**src/rtl/stream_pkg.sv**
```systemverilog
// Shared types and constants for the stream_gen / stream_check pair.
package stream_pkg;

   localparam int unsigned STREAM_DATA_W = 32;
   localparam int unsigned STREAM_KEEP_W = STREAM_DATA_W / 8;
   localparam logic [STREAM_KEEP_W-1:0] KEEP_ALL = '1;

   // Checker phase: SYNC waits for the first beat to seed the pattern.
   typedef enum logic [0:0] {
      SYNC,
      RUN
   } chk_state_t;

endpackage

```
**src/rtl/axis_rate_gate.sv**
```systemverilog
// Registered tready throttle: one acceptance slot per data_rate+1 cycles.
module axis_rate_gate (
   input  logic        clk,
   input  logic        aresetn,
   input  logic [15:0] data_rate,
   input  logic        tvalid,
   output logic        tready
);

   logic [15:0] rate_cnt_q, rate_cnt_d;
   logic        tready_q, tready_d;

   // Next-state: reload on handshake, otherwise count down and open the slot at zero.
   always_comb begin
      rate_cnt_d = rate_cnt_q;
      tready_d   = tready_q;
      if (tready_q && tvalid) begin
         rate_cnt_d = data_rate;
         tready_d   = (data_rate == 16'd0);
      end else if (rate_cnt_q != 16'd0) begin
         rate_cnt_d = rate_cnt_q - 16'd1;
         // Counter reaches zero on this edge, so the slot opens now.
         tready_d   = (rate_cnt_q == 16'd1);
      end else begin
         tready_d = 1'b1;
      end
   end

   // State register with synchronous active-low reset.
   always_ff @(posedge clk) begin
      if (!aresetn) begin
         rate_cnt_q <= 16'd0;
         tready_q   <= 1'b0;
      end else begin
         rate_cnt_q <= rate_cnt_d;
         tready_q   <= tready_d;
      end
   end

   assign tready = tready_q;

endmodule

```
**src/rtl/stream_check.sv**
```systemverilog
// AXI-Stream sink for the MM2S direction: checks an incrementing data pattern and
// frame length, and keeps saturating status counters for software readback.
module stream_check
   import stream_pkg::*;
#(
   parameter int unsigned DATA_W = STREAM_DATA_W,
   parameter int unsigned CNT_W  = 32
) (
   input  logic                clk,
   input  logic                aresetn,
   input  logic [31:0]         frame_size,
   input  logic [15:0]         data_rate,
   input  logic                clear,
   input  logic [DATA_W-1:0]   tdata,
   input  logic [DATA_W/8-1:0] tkeep,
   input  logic                tlast,
   input  logic                tvalid,
   output logic                tready,
   output logic                frame_done,
   output logic [CNT_W-1:0]    frame_count,
   output logic [CNT_W-1:0]    word_err_count,
   output logic [CNT_W-1:0]    len_err_count,
   output logic [31:0]         last_frame_len,
   output logic                err_flag
);

   localparam int unsigned KEEP_W = DATA_W / 8;

   chk_state_t        state_q, state_d;
   logic [DATA_W-1:0] expected_q, expected_d;
   logic [31:0]       beat_cnt_q, beat_cnt_d;
   logic [CNT_W-1:0]  frame_count_q, frame_count_d;
   logic [CNT_W-1:0]  word_err_q, word_err_d;
   logic [CNT_W-1:0]  len_err_q, len_err_d;
   logic [31:0]       last_len_q, last_len_d;
   logic              frame_done_q, frame_done_d;
   logic              err_flag_q, err_flag_d;

   logic              hs;
   logic              keep_ok;
   logic              data_err;
   logic [31:0]       beat_len;

   axis_rate_gate u_rate_gate (
      .clk       (clk),
      .aresetn   (aresetn),
      .data_rate (data_rate),
      .tvalid    (tvalid),
      .tready    (tready)
   );

   if (DATA_W == STREAM_DATA_W) begin : g_keep_pkg
      assign keep_ok = (tkeep == KEEP_ALL);
   end else begin : g_keep_any
      assign keep_ok = (tkeep == {KEEP_W{1'b1}});
   end

   assign hs       = tvalid & tready;
   assign data_err = (state_q == RUN) && (tdata != expected_q);
   // Length of the frame including the current beat, saturating.
   assign beat_len = (beat_cnt_q == '1) ? beat_cnt_q : beat_cnt_q + 32'd1;

   // Checker FSM, beat tracking and counter next-state; clear overrides everything.
   always_comb begin
      state_d       = state_q;
      expected_d    = expected_q;
      beat_cnt_d    = beat_cnt_q;
      frame_count_d = frame_count_q;
      word_err_d    = word_err_q;
      len_err_d     = len_err_q;
      last_len_d    = last_len_q;
      frame_done_d  = 1'b0;
      err_flag_d    = err_flag_q;

      if (hs) begin
         // Seed, resync and match all leave the pattern pointing one past this beat.
         unique case (state_q)
            SYNC: begin
               expected_d = tdata + DATA_W'(1);
               state_d    = RUN;
            end
            RUN: begin
               expected_d = data_err ? tdata + DATA_W'(1) : expected_q + DATA_W'(1);
            end
            default: state_d = SYNC;
         endcase

         // A beat with both faults counts once.
         if (data_err || !keep_ok) begin
            if (word_err_q != '1) word_err_d = word_err_q + CNT_W'(1);
            err_flag_d = 1'b1;
         end

         if (tlast) begin
            last_len_d   = beat_len;
            beat_cnt_d   = 32'd0;
            frame_done_d = 1'b1;
            if (frame_count_q != '1) frame_count_d = frame_count_q + CNT_W'(1);
            if ((frame_size != 32'd0) && (beat_len != frame_size)) begin
               if (len_err_q != '1) len_err_d = len_err_q + CNT_W'(1);
               err_flag_d = 1'b1;
            end
         end else begin
            beat_cnt_d = beat_len;
         end
      end

      if (clear) begin
         state_d       = SYNC;
         expected_d    = '0;
         beat_cnt_d    = 32'd0;
         frame_count_d = '0;
         word_err_d    = '0;
         len_err_d     = '0;
         last_len_d    = 32'd0;
         frame_done_d  = 1'b0;
         err_flag_d    = 1'b0;
      end
   end

   // State register with synchronous active-low reset.
   always_ff @(posedge clk) begin
      if (!aresetn) begin
         state_q       <= SYNC;
         expected_q    <= '0;
         beat_cnt_q    <= 32'd0;
         frame_count_q <= '0;
         word_err_q    <= '0;
         len_err_q     <= '0;
         last_len_q    <= 32'd0;
         frame_done_q  <= 1'b0;
         err_flag_q    <= 1'b0;
      end else begin
         state_q       <= state_d;
         expected_q    <= expected_d;
         beat_cnt_q    <= beat_cnt_d;
         frame_count_q <= frame_count_d;
         word_err_q    <= word_err_d;
         len_err_q     <= len_err_d;
         last_len_q    <= last_len_d;
         frame_done_q  <= frame_done_d;
         err_flag_q    <= err_flag_d;
      end
   end

   assign frame_done     = frame_done_q;
   assign frame_count    = frame_count_q;
   assign word_err_count = word_err_q;
   assign len_err_count  = len_err_q;
   assign last_frame_len = last_len_q;
   assign err_flag       = err_flag_q;

endmodule

```
**config.mk**
```make
export PLATFORM = sky130hd
export DESIGN_NAME = stream_check
export DESIGN_NICKNAME = d
export VERILOG_FILES = /design/src/rtl/stream_pkg.sv /design/src/rtl/axis_rate_gate.sv /design/src/rtl/stream_check.sv
export SDC_FILE = /design/constraint.sdc
export NUM_CORES = 1
export LEC_CHECK = 0
export CAP_MARGIN = 20
export CELL_PAD_IN_SITES_DETAIL_PLACEMENT = 1
export CELL_PAD_IN_SITES_GLOBAL_PLACEMENT = 2
export CORE_UTILIZATION = 31
export DETAILED_ROUTE_END_ITERATION = 8
export PLACE_DENSITY = 0.89
export SYNTH_ARGS = -nofsm -noshare
export SYNTH_HDL_FRONTEND = slang
export SYNTH_SLANG_ARGS = --single-unit
```
**constraint.sdc**
```tcl
create_clock -name clk -period 4.1 [get_ports clk]
set_clock_uncertainty 0.1 [all_clocks]
set_input_delay 1.23 -clock clk [delete_from_list [all_inputs] [get_ports clk]]
set_output_delay 1.23 -clock clk [all_outputs]
set_load 0.01 [all_outputs]
```
==> results.txt, run 1 <==
- Routability-driven placement finished with a final weighted congestion of 0.9551.
* Post-synth top flop: dfxtp_1
- In this run the clock root is driven by a clkbuf_16.
- The hold violation count in the final report was 0.
* Clock Latency Late Sink: 570 ps
- The floorplan step defined a die boundary enclosing 43,790 µm².
* H-tree levels: 1
- Instance area at placement: 16,820 µm²
* Number of setup violations in the final report: 0
- Once detail routing completed, the nets flagged for antenna violations numbered 0.
* Status: finished, final reports clean
* Sum Neg Setup Slack: 0 ps
* Maximum clock path buffer count: 3
- Fill cell instance count of the final layout: 5,077
- Asr flop ratio synth: 0%
* Overall routed net length: 52,310 µm
- For this design the static power due to leakage is 0.005918 µW.
- Proportion of netlist area held by the largest area contributor: 31.87%
- Buffers placed on the I/O ports in this run total 219.
* Critical Path End Type: flip-flop
- Once the floorplan was initialized, standard cells occupied 31.61% of the core.
- First-pass GRT wire length: 82,580 µm
- Timing analysis after detailed placement gives a worst setup slack of -289.6 ps.
* Synthesized flop and latch total: 212
- For the pin with the worst max-slew slack, the measured transition is 745.0 ps.
* Most common cell in the synthesized netlist: nor2_1
* Number of synthesized flops with an enable pin: 0
* Post-route worst setup slack: 208.1 ps
* I/O pin cnt: 220
- Vias in the first global route: 14.77k
- Remaining DRCs: 0
* Setup repair after global routing missed its margin: false
* Number of nets in the final layout: 2,125
* Post-CTS setup repair buffer count: 0
- In the global route stage, overall resource usage came out at 23.45%.
- Post-CTS Hold Fix Bufs: 0
* Area of the multi-input gates: 8477 µm²
- Data on the critical path is required at its endpoint by 4420 ps.
- Derived from the worst setup path, the maximum achievable clock frequency is 256.9 MHz.
- Startpoint Class: input pin
* Tightest slew margin relative to the limit: 49.95%
- CTS saw 212 sinks.
* Detailed router's first-iteration violation count: 874
- Area grow syn2layout: 34.18%
- Maximum VDD drop: 0.0002689 V
- After synthesis, the netlist uses 87 different library cells.
- Total overflow reported by the global router: 0
- Chip height: 209.3 µm
* Sequential cell area: 4244 µm²
- Gates resized, CTS repair: 0
- Top cells by area in the synthesized netlist: dfxtp_1 (32%), nor2_1 (7.0%), xor2_1 (6.6%), xnor2_1 (5.0%), a21oi_1 (4.2%)
- Gate Count Post-Synth: 1,759
* Power per standard cell area: 341.6 nW/µm²
- Period utilization: 94.92%
- For this run, the number of Yosys warnings is 0.
* Number of pins exceeding their max-slew limit in the final report: 0
* Placeable Area: 42,130 µm²
- Period minus WS final: 3892 ps
* Classification of the worst-slack hold path: flip-flop to flip-flop
- Cell taking the most area after synthesis: dfxtp_1
* Share of final-layout standard cells stronger than drive strength 1: 12.30%
- In the final routed layout, each cell accounts on average for 20.21 µm.
- The number of antenna violations at the first check in global routing is 0.
- For this run, the detailed router's first-pass iteration total came to 5.
- Start-to-end type of the worst setup path: input pin to flip-flop
- TritonCTS buffer count: 28
- Via density per instance: 5.548
* Die boundary width: 209.3 µm
* Clock slew at the register clock pins of the worst setup and hold paths: 60 ps
* CP Data Arrival Time: 4210 ps
* Top cells by count, synth: nor2_1 (248), dfxtp_1 (212), nand2_1 (144)
* Count of standard-cell rows: 75
- Net count after synthesis: 1,856
- The number of antenna diodes in the final layout is 0.
- In this run the mean area of a mapped cell was 7.571 µm².
- The mapped netlist covers 13,320 µm².
- CTS tree: done
- Sequential element share of the synthesized area: 31.87%
- Entering global routing, the biggest net connects 91 pins.
* Area of all placed cells without fillers: 17,870 µm²
* Highest fanout seen on the critical path: 5
- Across the run, the number of max-cap violations was 0.
- Detailed placer's ending HPWL: 39,280 µm
- Routed via count: 14.36k
- Final hold slack: 366.9 ps
[through the flow]
stage	total power, µW	util, %	cells
6_report	6104	42.41	2588
5_1_grt	6389	42.41	2588
4_1_cts	6180	42.38	2588
3_5_place_dp	3399	39.93	2537
3_3_place_gp	3360	39.91	2536
2_1_floorplan	2942	-	1759
[final cells by class]
class / count / area share [%]
tap: 539 / 3.774
multi-input combinational: 1399 / 47.44
inverter: 27 / 0.5671
clock buffer: 34 / 4.327
timing repair buffer: 360 / 18.68
sequential: 212 / 23.75
clock inverter: 17 / 1.463
[cells in the final DEF, fill, tap and decap left out, types with 44 or more instances in the layout]
| cell type | netlist | layout |
|---|---|---|
| nor2_1 | 248 | 247 |
| clkdlybuf4s50_1 | 0 | 219 |
| dfxtp_1 | 212 | 212 |
| nand2_1 | 144 | 144 |
| buf_4 | 9 | 134 |
| a21oi_1 | 112 | 112 |
| xor2_1 | 100 | 100 |
| o21ai_0 | 99 | 99 |
| nand3_1 | 91 | 91 |
| xnor2_1 | 76 | 76 |
| nand4_1 | 70 | 70 |
| nor4_1 | 56 | 55 |
| nor3_1 | 45 | 44 |
[state kept, by name, indices dropped and copies added, names as in the netlist]
register / flops
state_q: 1
last_frame_len: 32
len_err_count: 32
frame_count: 32
expected_q: 32
word_err_count: 32
beat_cnt_q: 32
err_flag: 1
u_rate_gate.rate_cnt_q: 16
u_rate_gate.tready: 1
frame_done: 1
[metal layers]
layer / share of wire (%) / up-vias / GRT usage [%]
met1: 44 / 7020 / 30.23
li1: - / 6871 / -
met3: 5.0 / 96 / 3.187
met2: 47 / 372 / 39.98
met4: 3.3 / 0 / 8.190
met5: 0 / - / 0
[final timing paths]
kind	to	slack [ps]	from	depth (start not counted)
worst min-delay path	last_frame_len[0]	370	last_frame_len[0]	2
worst max register to register	len_err_count[26]	210	beat_cnt_q[1]	13
worst max-delay path	word_err_count[11]	210	tdata[28]	13
worst min register to register	last_frame_len[0]	370	last_frame_len[0]	2
[worst max-delay path, stage by stage]
cell and delay, ps:
clkdlybuf4s50_1 470, xor2_1 180, nor4_1 380, nand4_1 200
o41ai_1 600, a21oi_1 260, buf_4 200, nand3_1 90
nor2_1 110, buf_4 180, nand2_1 70, xor2_1 180
nor2_1 60
[where the power goes]
group	leakage (µW)	switching (µW)	internal (µW)
Sequential	0.00171	95.7	2150
Combinational	0.00371	642	468
Clock	0.000502	1030	1720
Total	0.00592	1770	4340
[cell families after synthesis]
logic type	synth area share, %
AO/OA/AOI/OAI	16.70
buffers and inverters	4.754
flip-flops	31.87
XOR/XNOR	11.57
multiplexers	1.682
AND/OR/NAND/NOR	32.68
adder cells (fa/ha/maj)	0.7516
(Power assumes the default switching activity.)
==> run 2: changes to the inputs <==
--- a/config.mk
+++ b/config.mk
@@ -6,11 +6,10 @@
 export NUM_CORES = 1
 export LEC_CHECK = 0
 export CAP_MARGIN = 20
-export CELL_PAD_IN_SITES_DETAIL_PLACEMENT = 1
-export CELL_PAD_IN_SITES_GLOBAL_PLACEMENT = 2
-export CORE_UTILIZATION = 31
+export CORE_ASPECT_RATIO = 1.5
+export CORE_UTILIZATION = 55
 export DETAILED_ROUTE_END_ITERATION = 8
-export PLACE_DENSITY = 0.89
+export PLACE_DENSITY = 0.9
 export SYNTH_ARGS = -nofsm -noshare
 export SYNTH_HDL_FRONTEND = slang
 export SYNTH_SLANG_ARGS = --single-unit
==> run 2 against run 1 <==
Combinational power about the same. Worst hold slack lost 12 ps. Sequential share of layout area up 0.11 points. Critical path type unchanged. Critical endpoint is now len_err_count[24]. Die area decreased by 43%. Design area decreased by 0.45%. Core utilization increased by 33 points.
==> results.txt, run 2 (same netlist as run 1, synthesis figures left out) <==
- Status: finished, final reports clean
* Maximum clock path buffer count: 3
- Highest fanout seen on the critical path: 43
- Entering global routing, the biggest net connects 75 pins.
- First-pass detailed-route iteration total: 5
- Classification of the worst-slack hold path: flip-flop to flip-flop
- Leaving out fill and tap cells, the most frequent cell in the layout is nor2_1.
* Count of standard-cell rows: 69
- I/O pin cnt: 220
- Routability congestion estimate: 1.078
- In this run the tightest slew margin relative to its limit is 45.07%.
* Critical Path End Type: flip-flop
* Share of final-layout standard cells stronger than drive strength 1: 14.12%
- Overall routed net length: 55,220 µm
- The die covers 24,850 µm².
- Chip height: 192.6 µm
- Worst Hold Depth: 2
* Remaining DRCs: 0
- Total overflow reported by the global router: 0
* Post-CTS Hold Fix Bufs: 0
* Period minus WS final: 4000 ps
- The hold violation count in the final report is 0.
- The final critical path takes up 97.57% of the cycle.
- The initial utilization of the core area, before any placement, comes to 56.09%.
- The tree is rooted in a clkbuf_16.
- Num Clock Sinks: 212
- From synthesis to final layout, the design area changed by 33.57%.
- Sum Neg Setup Slack: 0 ps
* Highest Clock Rate: 250.0 MHz
* Clock Latency Late Sink: 530 ps
* First-pass GRT wire length: 83,560 µm
- STA classifies the critical path startpoint as an input pin.
* Post-route worst setup slack: 99.59 ps
- H-tree levels: 1
- Global routing used 43.96% of the available tracks.
- Post-CTS setup repair buffer count: 0
- The HPWL after detailed placement is 40,430 µm.
- The routed layout has 15.51k vias.
- At the pin with the least slew margin, the transition time is 816.4 ps.
- Final hold slack: 354.8 ps
- Via density per instance: 6.413
- The number of pins exceeding their max-slew limit in the final report was 0.
* Count of input and output buffers: 219
- After detailed routing, the average wire length per cell comes to 22.83 µm.
- Combinational cells account for 19.5% of the total power.
- Die boundary width: 129.1 µm
- Worst r2r path cells: 14
- VDD sags by at most 0.0003960 V.
- The analysis attributes to net switching a power of 1662 µW.
- Leading cell types in the layout, fill and taps excluded: nor2_1 (247), clkdlybuf4s50_1 (219), dfxtp_1 (212), buf_4 (191), nand2_1 (144)
* Proportion of power drawn by the clock network: 40.9%
- Detailed router's first-iteration violation count: 1,181
- For the worst setup path, the data arrival time is 4310 ps.
- The tool flagged a number of max-cap violations equal to 0.
* Antenna violations before repair: 3
* Vias in the first global route: 15.15k
- Sequential cell area: 4244 µm²
- For this run, the post-layout net count is 2,176.
- Setup repair after global routing missed its margin: false
* Fill cell instance count of the final layout: 1,753
- CTS tree: done
* Gates resized, CTS repair: 0
- Lkg Pwr: 0.006079 µW
* Pre-CTS setup slack: -471.4 ps
- Sequential Power Share: 39.7%
- By startpoint and endpoint, the worst setup path is classified as input pin to flip-flop.
- Net switching is 29.28% of the power.
- Number of setup violations in the final report: 0
* Area of the multi-input gates: 8467 µm²
- Cell internal power was estimated by the tool at 4014 µW.
- After clock tree synthesis, the clock-pin slew on the worst setup and hold paths is 60 ps.
- For this design the ratio of total power to cell area is 319.0 nW/µm².
* Routed Antenna Nets: 0
- In this run the standard cell core region covers 23,740 µm².
- Data required time at the worst endpoint: 4410 ps
- TritonCTS buffer count: 23
-- run 2: changes by cell type in the layout (fill, tap and decap cells not counted), sizes merged --
cell      before  now
buf          141  196
bufinv         6    5
clkbuf        34   29
clkinvlp       3    0
diode          0    3
inv           26   27
-- run 2: layout make-up --
cell class | instances | area share, %
multi-input cells | 1399 | 47.60
clock inverters | 14 | 1.245
inverters | 27 | 0.5697
clock buffers | 28 | 3.454
well taps | 319 | 2.244
flip-flops and latches | 212 | 23.86
repair buffers | 416 | 20.99
diodes | 3 | 0.04220
-- run 2: path summary, 6_finish.rpt --
kind                           from                 to  slack [ps]
setup / recovery     frame_size[29]  len_err_count[24]         100
hold / removal    last_frame_len[4]  last_frame_len[4]         350
setup reg to reg     beat_cnt_q[18]  len_err_count[24]         150
hold reg to reg   last_frame_len[4]  last_frame_len[4]         350
-- run 2: through the flow --
step | cells | power [µW] | cell area (µm²) | utilization (%)
after global routing | 2417 | 5871 | 17790 | 74.91
after global placement | 2372 | 3326 | 16930 | 71.31
after CTS | 2414 | 5656 | 17770 | 74.84
after detailed placement | 2372 | 3363 | 16930 | 71.31
final | 2418 | 5675 | 17790 | 74.92
after floorplan | 1759 | 2942 | 13320 | -
-- run 2: critical path: stages --
cell and delay, ps:
clkdlybuf4s50_1 550, nor4_1 90, o31ai_1 510, buf_4 220, nand3_1 120, nor4_2 370
buf_4 170, nand4_1 160, o21ai_4 230, buf_12 230, buf_4 170, nor4_1 50
o21bai_1 210
-- run 2: power by group through the flow --
stage | Combinational, µW | Clock [µW] | Sequential (µW)
final | 1100 | 2320 | 2250
after global routing | 1210 | 2400 | 2260
after CTS | 1090 | 2320 | 2250
after detailed placement | 1070 | 0 | 2290
after global placement | 1040 | 0 | 2280
after floorplan | 676 | 0 | 2270
-- run 2: routing by layer --
metal  wire [µm]  vias to the layer above  share of wire (%)  global-route usage [%]
li1            -                     6978                  -                       -
met1       18690                     7271                 34                   45.20
met2       26770                      930                 48                   77.05
met3        4376                      327                7.9                   8.400
met4        5376                        0                9.7                   36.20
met5           0                        -                  0                       0
